### src/rtl/compare_flag_unit_pkg.sv
// Shared types and default sizing for the multi-cycle compare/flag unit.
package compare_flag_unit_pkg;

    typedef enum logic [1:0] {
        ST_IDLE = 2'd0,
        ST_RUN  = 2'd1,
        ST_DONE = 2'd2
    } state_e;

    localparam int DEFAULT_WIDTH = 32;
    localparam int DEFAULT_CHUNK = 8;

endpackage

### src/rtl/compare_flag_unit_chunk_adder.sv
// One CHUNK-bit slice of a + ~b + cin; the caller supplies b already inverted.
module chunk_adder
    import compare_flag_unit_pkg::*;
#(
    parameter int CHUNK = DEFAULT_CHUNK
) (
    input  logic [CHUNK-1:0] a_i,
    input  logic [CHUNK-1:0] b_n_i,
    input  logic             cin_i,
    output logic [CHUNK-1:0] sum_o,
    output logic             cout_o
);

    logic [CHUNK:0] total;

    assign total  = {1'b0, a_i} + {1'b0, b_n_i} + {{CHUNK{1'b0}}, cin_i};
    assign sum_o  = total[CHUNK-1:0];
    assign cout_o = total[CHUNK];

endmodule

### src/rtl/compare_flag_unit.sv
// Chunk-serial subtractor producing op_a - op_b with zero/carry/overflow/sign flags,
// one CHUNK-bit slice per cycle, fixed latency of WIDTH/CHUNK cycles.
module compare_flag_unit
    import compare_flag_unit_pkg::*;
#(
    parameter int WIDTH = DEFAULT_WIDTH,
    parameter int CHUNK = DEFAULT_CHUNK
) (
    input  logic             clk,
    input  logic             rst,
    input  logic             start,
    input  logic [WIDTH-1:0] op_a,
    input  logic [WIDTH-1:0] op_b,
    output logic             busy,
    output logic             done,
    output logic [WIDTH-1:0] result,
    output logic             zeroSignal,
    output logic             carrySignal,
    output logic             overflowSignal,
    output logic             signSignal
);

    localparam int NCHUNK = WIDTH / CHUNK;
    localparam int IDX_W  = (NCHUNK > 1) ? $clog2(NCHUNK) : 1;
    localparam logic [IDX_W-1:0] LAST_IDX = IDX_W'(NCHUNK - 1);

    if ((CHUNK < 1) || ((WIDTH % CHUNK) != 0)) begin : g_param_check
        $error("compare_flag_unit: WIDTH must be a positive multiple of CHUNK");
    end

    state_e             state_q, state_d;
    logic [IDX_W-1:0]   idx_q, idx_d;
    logic               carry_q, carry_d;
    logic               zacc_q, zacc_d;
    logic [WIDTH-1:0]   a_q, a_d;
    logic [WIDTH-1:0]   b_q, b_d;
    logic [WIDTH-1:0]   result_q, result_d;
    logic               zero_q, zero_d;
    logic               cflag_q, cflag_d;
    logic               ovf_q, ovf_d;
    logic               sign_q, sign_d;

    logic [CHUNK-1:0]   a_chunk;
    logic [CHUNK-1:0]   b_chunk_n;
    logic [CHUNK-1:0]   sum_chunk;
    logic               chunk_cout;
    logic               chunk_zero;
    logic               accept;

    assign a_chunk    = a_q[int'(idx_q) * CHUNK +: CHUNK];
    assign b_chunk_n  = ~b_q[int'(idx_q) * CHUNK +: CHUNK];
    assign chunk_zero = (sum_chunk == '0);

    chunk_adder #(
        .CHUNK (CHUNK)
    ) u_chunk_adder (
        .a_i    (a_chunk),
        .b_n_i  (b_chunk_n),
        .cin_i  (carry_q),
        .sum_o  (sum_chunk),
        .cout_o (chunk_cout)
    );

    // A new request is taken in IDLE or in the DONE cycle, never mid-operation.
    assign accept = start && (state_q != ST_RUN);

    always_comb begin
        state_d  = state_q;
        idx_d    = idx_q;
        carry_d  = carry_q;
        zacc_d   = zacc_q;
        a_d      = a_q;
        b_d      = b_q;
        result_d = result_q;
        zero_d   = zero_q;
        cflag_d  = cflag_q;
        ovf_d    = ovf_q;
        sign_d   = sign_q;

        case (state_q)
            ST_IDLE: begin
                if (start) begin
                    state_d = ST_RUN;
                end
            end
            ST_RUN: begin
                result_d[int'(idx_q) * CHUNK +: CHUNK] = sum_chunk;
                carry_d = chunk_cout;
                zacc_d  = zacc_q & chunk_zero;
                idx_d   = idx_q + 1'b1;
                if (idx_q == LAST_IDX) begin
                    state_d = ST_DONE;
                    zero_d  = zacc_q & chunk_zero;
                    cflag_d = chunk_cout;
                    sign_d  = sum_chunk[CHUNK-1];
                    ovf_d   = (a_q[WIDTH-1] != b_q[WIDTH-1]) &&
                              (sum_chunk[CHUNK-1] != a_q[WIDTH-1]);
                end
            end
            ST_DONE: begin
                state_d = start ? ST_RUN : ST_IDLE;
            end
            default: begin
                state_d = ST_IDLE;
            end
        endcase

        if (accept) begin
            a_d     = op_a;
            b_d     = op_b;
            idx_d   = '0;
            carry_d = 1'b1;
            zacc_d  = 1'b1;
        end
    end

    always_ff @(posedge clk or posedge rst) begin
        if (rst) begin
            state_q  <= ST_IDLE;
            idx_q    <= '0;
            carry_q  <= 1'b0;
            zacc_q   <= 1'b0;
            result_q <= '0;
            zero_q   <= 1'b0;
            cflag_q  <= 1'b0;
            ovf_q    <= 1'b0;
            sign_q   <= 1'b0;
        end else begin
            state_q  <= state_d;
            idx_q    <= idx_d;
            carry_q  <= carry_d;
            zacc_q   <= zacc_d;
            result_q <= result_d;
            zero_q   <= zero_d;
            cflag_q  <= cflag_d;
            ovf_q    <= ovf_d;
            sign_q   <= sign_d;
        end
    end

    // Operand latches are pure data; they are always reloaded before use.
    always_ff @(posedge clk) begin
        a_q <= a_d;
        b_q <= b_d;
    end

    assign busy           = (state_q == ST_RUN);
    assign done           = (state_q == ST_DONE);
    assign result         = result_q;
    assign zeroSignal     = zero_q;
    assign carrySignal    = cflag_q;
    assign overflowSignal = ovf_q;
    assign signSignal     = sign_q;

endmodule
### config.mk
export PLATFORM = sky130hd
export DESIGN_NAME = compare_flag_unit
export DESIGN_NICKNAME = d
export VERILOG_FILES = /design/src/rtl/compare_flag_unit_pkg.sv /design/src/rtl/compare_flag_unit_chunk_adder.sv /design/src/rtl/compare_flag_unit.sv
export SDC_FILE = /design/constraint.sdc
export NUM_CORES = 1
export LEC_CHECK = 0
export CORE_MARGIN = 5
export CORE_UTILIZATION = 49
export CTS_BUF_LIST = sky130_fd_sc_hd__clkbuf_8 sky130_fd_sc_hd__clkbuf_16
export DETAILED_ROUTE_END_ITERATION = 10
export GPL_TIMING_DRIVEN = 0
export HOLD_SLACK_MARGIN = 0.02
export PLACE_DENSITY_LB_ADDON = 0.3
export SYNTH_ARGS = -nofsm -noshare
export SYNTH_HDL_FRONTEND = slang
export SYNTH_SLANG_ARGS = --single-unit
### constraint.sdc
create_clock -name clk -period 5.3 [get_ports clk]
set_input_delay 1.59 -clock clk [delete_from_list [all_inputs] [get_ports clk]]
set_output_delay 1.59 -clock clk [all_outputs]
set_load 0.01 [all_outputs]
==> out/qor.txt, run 1 <==
Worst Setup End Kind: flop
Antenna Cells: 0
count of fill cells added during filler insertion: 634
post-route total power: 3467 uW
number of resized instances in the post-cts repair step: 0
leak pwr: 0.002236 uW
max-cap violations: 0
clock slew at the register clock pins of the worst setup and hold paths: 0.10 ns
min cycle time layout: 4.321 ns
Worst slew margin: 9.964%
post-CTS setup repair buffer count: 0
clock skew after layout: 0.01351 ns
Synth-to-Final Area Change: 32.43%
Final setup violation count: 0
share of synthesized flip-flops with an asynchronous set or reset: 39.62%
critical hold path startpoint: result[26]$_DFFE_PP0P_
worst setup path class: reg -> reg
summed instance area of the synthesized netlist: 4383 sq um
violation count after the first detailed-route iteration: 140
power density normalized to cell area: 597.3 nW/um^2
final weighted congestion in routability-driven placement: 0.8056
worst-case hold path end point: result[26]$_DFFE_PP0P_
height of the die: 104.6 um
post-route fraction of the period consumed by the critical path: 81.52%
ratio of cells with drive above 1 in the final layout: 10.34%
DP Worst Slack: 0.9964 ns
horizontal die dimension: 104.6 um
beginning of the worst register-to-register path: idx_q[1]$_DFFE_PP0P_
Sink Count: 106
critical path data required time: 5.55 ns
length in cells of the worst reg-to-reg path: 10
global-route wire length before repair: 15260 um
fraction of the yosys area taken by sequential cells: 67.83%
core box area: 8721 sq um
Cells after DPL: 498
CP Launch Type: flop
clock buffer depth: 2
count of nets after finishing: 483
max-slew violations: 0
CP Data Arrival Time: 4.57 ns
worst hold path class: reg -> reg
Die ar.: 10940 sq um
pin count of the biggest net entering global routing: 43
number of synthesized register bits: 106
vias in the first global route: 3121
crit path max fanout: 10
detailed-route wire length per cell: 18.00 um
top flip-flop cell by instance count after synthesis: sky130_fd_sc_hd__edfxtp_1
Synth cell types: 48
clock root buffer master: sky130_fd_sc_hd__clkbuf_8
non-filler cells, final: 514
clock insertion delay at the later pin of the skew report: 0.35 ns
worst path setup slack after routing: 0.9795 ns
detailed-router iteration count before antenna repair: 4
number of buffers inserted for hold repair after clock tree synthesis: 0
via count: 2789
unrepaired setup endpoints after global routing: false
CTS buffer count: 9
per-cell via count in the routed design: 5.426
Detail Placement HPWL: 6963 um
number of port buffers: 104
setup total negative slack: 0 ns
transition time at the pin with the least slew margin: 1.334 ns
synthesized net count: 367
reg2reg end: zacc_q$_DFFE_PP0P_
Post-synth EDFFs: 64
GRT Resource Usage Total: 17.49%
io pins: 105
setup slack on the worst flop-to-flop path: 0.98 ns
Rows: 34
number of warnings printed during yosys synthesis: 0
worst ir drop on vdd: 308.3 uV
highest clock rate: 231.5 MHz
antenna violations before repair: 0
starting utilization of the core area: 50.26%
Min-Delay Path Depth: 2
sum of overflow across all layers after global routing: 0
number of instances in the synthesized netlist: 285
DRC errors left: 0
status: finished clean
antenna viol nets, final: 0
total routed wirelength: 9253 um
H-tree depth: 3
Mapped Avg Cell Area: 15.38 sq um
number of hold violations in the final report: 0
CTS tree: yes
minimum hold slack: 0.4891 ns
per-stage QoR:
step	util [%]	area [sq um]
floorplan	-	4383
global placement	63.74	5559
detailed placement	64.06	5587
finish	66.56	5804
global route	66.56	5804
CTS	66.56	5804
layout make-up:
| class | instances | area (sq um) | share of cell area [%] |
|---|---|---|---|
| Buffer | 6 | 27.53 | 0.4742 |
| Clock buffer | 9 | 123.9 | 2.134 |
| Clock inverter | 7 | 93.84 | 1.617 |
| Inverter | 19 | 71.32 | 1.229 |
| Multi-Input combinational cell | 154 | 1319 | 22.72 |
| Sequential cell | 106 | 2973 | 51.22 |
| Tap cell | 108 | 135.1 | 2.328 |
| Timing Repair Buffer | 105 | 1061 | 18.28 |
kinds of logic after synthesis:
kind of cell,synth area share (%)
multiplexers,8.222
AND/OR/NAND/NOR,7.223
adder cells (fa/ha/maj),4.625
flip-flops,67.83
buffers and inverters,2.255
AO/OA/AOI/OAI,9.249
XOR/XNOR,0.5996
power breakdown:
part	leakage [uW]	internal (uW)	switching (uW)
combinational	0.000963	727	991
sequential	0.00116	1120	98.6
clock	0.000113	267	265
Yosys cell counts (all sizes together), types with 2 or more instances:
cell | instances | area (sq um)
edfxtp | 64 | 1922
ha | 13 | 162.7
nand4 | 3 | 18.77
nand2b | 3 | 18.77
o21ai | 23 | 115.1
nand2 | 29 | 108.9
fa | 2 | 40.04
xor2 | 2 | 17.52
buf | 4 | 20.02
a21oi | 3 | 15.01
or3 | 5 | 36.28
nor2b | 2 | 20.02
mux4 | 16 | 360.4
dfrtp | 42 | 1051
o31ai | 2 | 15.01
a22o | 12 | 105.1
nor2 | 10 | 37.54
nor3 | 3 | 15.01
or4 | 2 | 15.01
o211ai | 2 | 15.01
inv | 19 | 71.32
and2 | 2 | 13.77
clkbuf | 2 | 7.510
how the worst max path moves through the flow:
| stage | startpoint | endpoint | slack [ns] | cells past startpoint |
|---|---|---|---|---|
| floorplan | start | a_q[0]$_DFFE_PP_ | 0.48 | 2 |
| global placement | start | b_q[18]$_DFFE_PP_ | -1.03 | 3 |
| detailed placement | idx_q[1]$_DFFE_PP0P_ | zacc_q$_DFFE_PP0P_ | 1.0 | 10 |
| CTS | idx_q[1]$_DFFE_PP0P_ | zacc_q$_DFFE_PP0P_ | 0.98 | 10 |
| global route | idx_q[1]$_DFFE_PP0P_ | result[6]$_DFFE_PP0P_ | 0.77 | 11 |
| finish | idx_q[1]$_DFFE_PP0P_ | zacc_q$_DFFE_PP0P_ | 0.98 | 10 |
state kept, by name (all words and copies together), names as in the netlist:
signal          flops
zacc_q              1
result             32
signSignal          1
carry_q             1
idx_q               2
overflowSignal      1
state_q             2
carrySignal         1
b_q                32
zeroSignal          1
a_q                32
placed cells by master (no fill, tap or decap), types with 2 or more instances in the layout:
cell / synthesis / routed
sky130_fd_sc_hd__nand2_1: 29 / 29
sky130_fd_sc_hd__clkinv_4: 0 / 2
sky130_fd_sc_hd__edfxtp_1: 64 / 64
sky130_fd_sc_hd__or4_1: 2 / 2
sky130_fd_sc_hd__inv_1: 19 / 19
sky130_fd_sc_hd__nand4_1: 3 / 3
sky130_fd_sc_hd__nor2_1: 10 / 9
sky130_fd_sc_hd__nor3_1: 3 / 3
sky130_fd_sc_hd__mux4_2: 16 / 16
sky130_fd_sc_hd__o21ai_0: 23 / 23
sky130_fd_sc_hd__nand2b_1: 3 / 3
sky130_fd_sc_hd__a22o_1: 12 / 12
sky130_fd_sc_hd__or3_1: 4 / 4
sky130_fd_sc_hd__a21oi_1: 3 / 3
sky130_fd_sc_hd__buf_1: 2 / 2
sky130_fd_sc_hd__clkdlybuf4s50_1: 0 / 104
sky130_fd_sc_hd__ha_1: 13 / 13
sky130_fd_sc_hd__xor2_1: 2 / 2
sky130_fd_sc_hd__dfrtp_1: 42 / 42
sky130_fd_sc_hd__clkbuf_1: 2 / 2
sky130_fd_sc_hd__bufinv_16: 0 / 2
sky130_fd_sc_hd__fa_1: 2 / 2
sky130_fd_sc_hd__o31ai_1: 2 / 2
sky130_fd_sc_hd__o211ai_1: 2 / 2
sky130_fd_sc_hd__clkbuf_8: 0 / 9
worst max-delay path, stage by stage, from the launching register on:
cell and delay, ns:
sky130_fd_sc_hd__dfrtp_1 0.40, sky130_fd_sc_hd__clkbuf_1 0.51, sky130_fd_sc_hd__buf_1 0.59, sky130_fd_sc_hd__mux4_2 0.42, sky130_fd_sc_hd__fa_1 0.50, sky130_fd_sc_hd__fa_1 0.43
sky130_fd_sc_hd__nand2b_1 0.20, sky130_fd_sc_hd__a211oi_1 0.27, sky130_fd_sc_hd__or4_1 0.15, sky130_fd_sc_hd__o311ai_0 0.40, sky130_fd_sc_hd__a31o_2 0.36
layer usage:
| metal | up-vias | global-route usage [%] | wire, um |
|---|---|---|---|
| met5 | - | 0 | 0 |
| met4 | 0 | 6.575 | 236 |
| met3 | 19 | 4.131 | 625 |
| met2 | 105 | 29.91 | 4667 |
| met1 | 1355 | 21.72 | 3723 |
| li1 | 1310 | - | - |
Power figures use the tool's default switching activity.
==> inputs of run 2 (changes only) <==
- CORE_UTILIZATION: 49 -> 45
- clock period: 5.3 -> 3.85 ns (I/O delays scaled with it)
==> run 2 against run 1 <==
Compared with the run above: critical path type unchanged; count of clock-buffer cells in the layout unchanged; via count decreased by 1.1%; non-clock buffer count increased by 2; wire length decreased by 4.0%.
==> out/qor.txt, run 2 (same netlist as run 1, synthesis figures left out) <==
leak pwr: 0.002241 uW (+0.22%)
max-cap violations: 0 (unchanged)
length in cells of the worst reg-to-reg path: 8 (-2)
io pins: 105 (unchanged)
met2 Track Usage GR: 24.89% (-5.0 points)
height of the die: 108.7 um (+3.9%)
number of buffers inserted for hold repair after clock tree synthesis: 0 (unchanged)
global-route wire length before repair: 13680 um (-10%)
CTS tree: yes
number of port buffers: 104 (unchanged)
Synth-to-Final Area Change: 33.20%
DRC errors left: 0 (unchanged)
min cycle time layout: 3.631 ns (-0.6891 ns)
count of nets after finishing: 485 (+0.41%)
setup total negative slack: 0 ns (unchanged)
Die ar.: 11810 sq um (+8.0%)
routing layer with the top usage in global route: met2
commonest non-fill, non-tap cell in the layout: sky130_fd_sc_hd__clkdlybuf4s50_1
max-slew violations: 0 (unchanged)
worst ir drop on vdd: 355.3 uV (+15%)
crit path max fanout: 10 (unchanged)
number of hold violations in the final report: 0 (unchanged)
critical path data required time: 4.16 ns (-1.39 ns)
clock skew after layout: 0.01015 ns (-0.003361 ns)
antenna violations before repair: 0 (unchanged)
worst hold path class: reg -> reg
final weighted congestion in routability-driven placement: 0.8446 (+4.8%)
detailed-router iteration count before antenna repair: 5 (+1)
antenna viol nets, final: 0 (unchanged)
beginning of the worst register-to-register path: idx_q[0]$_DFFE_PP0P_
H-tree depth: 3 (unchanged)
count of fill cells added during filler insertion: 778 (+23%)
CTS buffer count: 9 (unchanged)
via count: 2757 (-1.1%)
CP Data Arrival Time: 3.94 ns (-0.63 ns)
sum of overflow across all layers after global routing: 0 (unchanged)
Final setup violation count: 0 (unchanged)
core box area: 9639 sq um (+11%)
transition time at the pin with the least slew margin: 0.8452 ns (-0.4885 ns)
Rows: 36 (+5.9%)
GRT Resource Usage Total: 15.63% (-1.9 points)
total routed wirelength: 8884 um (-4.0%)
minimum hold slack: 0.4860 ns (-0.003181 ns)
vias in the first global route: 2761 (-12%)
horizontal die dimension: 108.7 um (+3.9%)
worst setup path class: reg -> reg
highest clock rate: 275.4 MHz (+19%)
crit path to: zeroSignal$_DFFE_PP0P_
detailed-route wire length per cell: 16.42 um (-8.8%)
starting utilization of the core area: 45.47% (-4.8 points)
Critical Path Source: idx_q[0]$_DFFE_PP0P_
Detail Placement HPWL: 6706 um (-3.7%)
pin count of the biggest net entering global routing: 43 (unchanged)
ratio of cells with drive above 1 in the final layout: 12.25% (+1.9 points)
Worst slew margin: 43.57% (+34 points)
commonest non-fill, non-tap cells in the layout: sky130_fd_sc_hd__clkdlybuf4s50_1 (104), sky130_fd_sc_hd__edfxtp_1 (64), sky130_fd_sc_hd__dfrtp_1 (42)
met1 layer usage reported by global route: 20.29% (-1.4 points)
unrepaired setup endpoints after global routing: false
clock slew at the register clock pins of the worst setup and hold paths: 0.09 ns (about the same)
clock buffer depth: 2 (unchanged)
clock root buffer master: sky130_fd_sc_hd__clkbuf_8
Worst Setup End Kind: flop
violation count after the first detailed-route iteration: 116 (-17%)
status: finished clean
post-route fraction of the period consumed by the critical path: 94.32% (+13 points)
Sink Count: 106 (unchanged)
power density normalized to cell area: 807.4 nW/um^2 (+35%)
CP Launch Type: flop
Global Route met3 Usage: 4.322% (+0.19 points)
reg2reg end: zeroSignal$_DFFE_PP0P_
clock insertion delay at the later pin of the skew report: 0.37 ns (+0.02 ns)
Antenna Cells: 0 (unchanged)
per-cell via count in the routed design: 5.096 (-6.1%)
setup slack on the worst flop-to-flop path: 0.22 ns (-0.76 ns)
run 2: changes by cell type in the layout (fill, tap and decap cells not counted), sizes merged:
cell / change
buf: +2
bufinv: -2
clkinvlp: +1
clkinv: +1
run 2: final cells by class:
| cell class | instances | area [sq um] | share of cell area [%] |
|---|---|---|---|
| plain buffers | 6 | 31.28 | 0.5358 |
| clock buffers | 9 | 123.9 | 2.122 |
| clock inverters | 7 | 52.55 | 0.9001 |
| inverters | 19 | 71.32 | 1.222 |
| multi-input cells | 154 | 1326 | 22.72 |
| flip-flops and latches | 106 | 2973 | 50.92 |
| well taps | 133 | 166.4 | 2.850 |
| repair buffers | 107 | 1094 | 18.73 |
run 2: repair_timing:
action                     4_1_cts  5_1_grt
gates resized for setup          5        2
setup endpoints to repair        9        6
setup buffers                    0        0
run 2: critical path, cell delays in order (launching register included):
cell and delay (ns):
sky130_fd_sc_hd__dfrtp_1 0.51, sky130_fd_sc_hd__buf_2 0.39, sky130_fd_sc_hd__mux4_2 0.57, sky130_fd_sc_hd__fa_1 0.47, sky130_fd_sc_hd__fa_1 0.45, sky130_fd_sc_hd__xor2_2 0.35
sky130_fd_sc_hd__nand4_1 0.20, sky130_fd_sc_hd__a2111oi_4 0.40, sky130_fd_sc_hd__a41o_1 0.21
run 2: how the worst min path moves through the flow:
stage | from | to | cells past startpoint
2_1_floorplan | state_q[0]$_DFFE_PP0P_ | state_q[0]$_DFFE_PP0P_ | 1
3_3_place_gp | result[25]$_DFFE_PP0P_ | result[25]$_DFFE_PP0P_ | 2
3_5_place_dp | result[15]$_DFFE_PP0P_ | result[15]$_DFFE_PP0P_ | 2
4_1_cts | result[15]$_DFFE_PP0P_ | result[15]$_DFFE_PP0P_ | 2
5_1_grt | result[26]$_DFFE_PP0P_ | result[26]$_DFFE_PP0P_ | 2
6_report | result[15]$_DFFE_PP0P_ | result[15]$_DFFE_PP0P_ | 2
run 2: per-layer routing:
layer	vias up	wire, um
li1	1312	-
met1	1325	3824
met2	107	4228
met3	13	702
met4	0	128
met5	-	0
run 2: stage by stage:
stage	instance area, sq um	util [%]	power (uW)	setup WS (ns)	std cells
6_report	5838	60.57	4714	0.2186	541
5_1_grt	5838	60.57	5036	0.004737	541
4_1_cts	5844	60.63	4784	0.009388	541
3_5_place_dp	5650	58.62	4145	-0.4848	525
3_3_place_gp	5593	58.02	4028	-0.6135	522
2_1_floorplan	4385	-	3199	0.4436	285
run 2: power breakdown:
group          switching [uW]  internal, uW  leakage (uW)
Combinational            1380          1050      0.000990
Clock                     372           240     0.0000900
Sequential                134          1540       0.00116
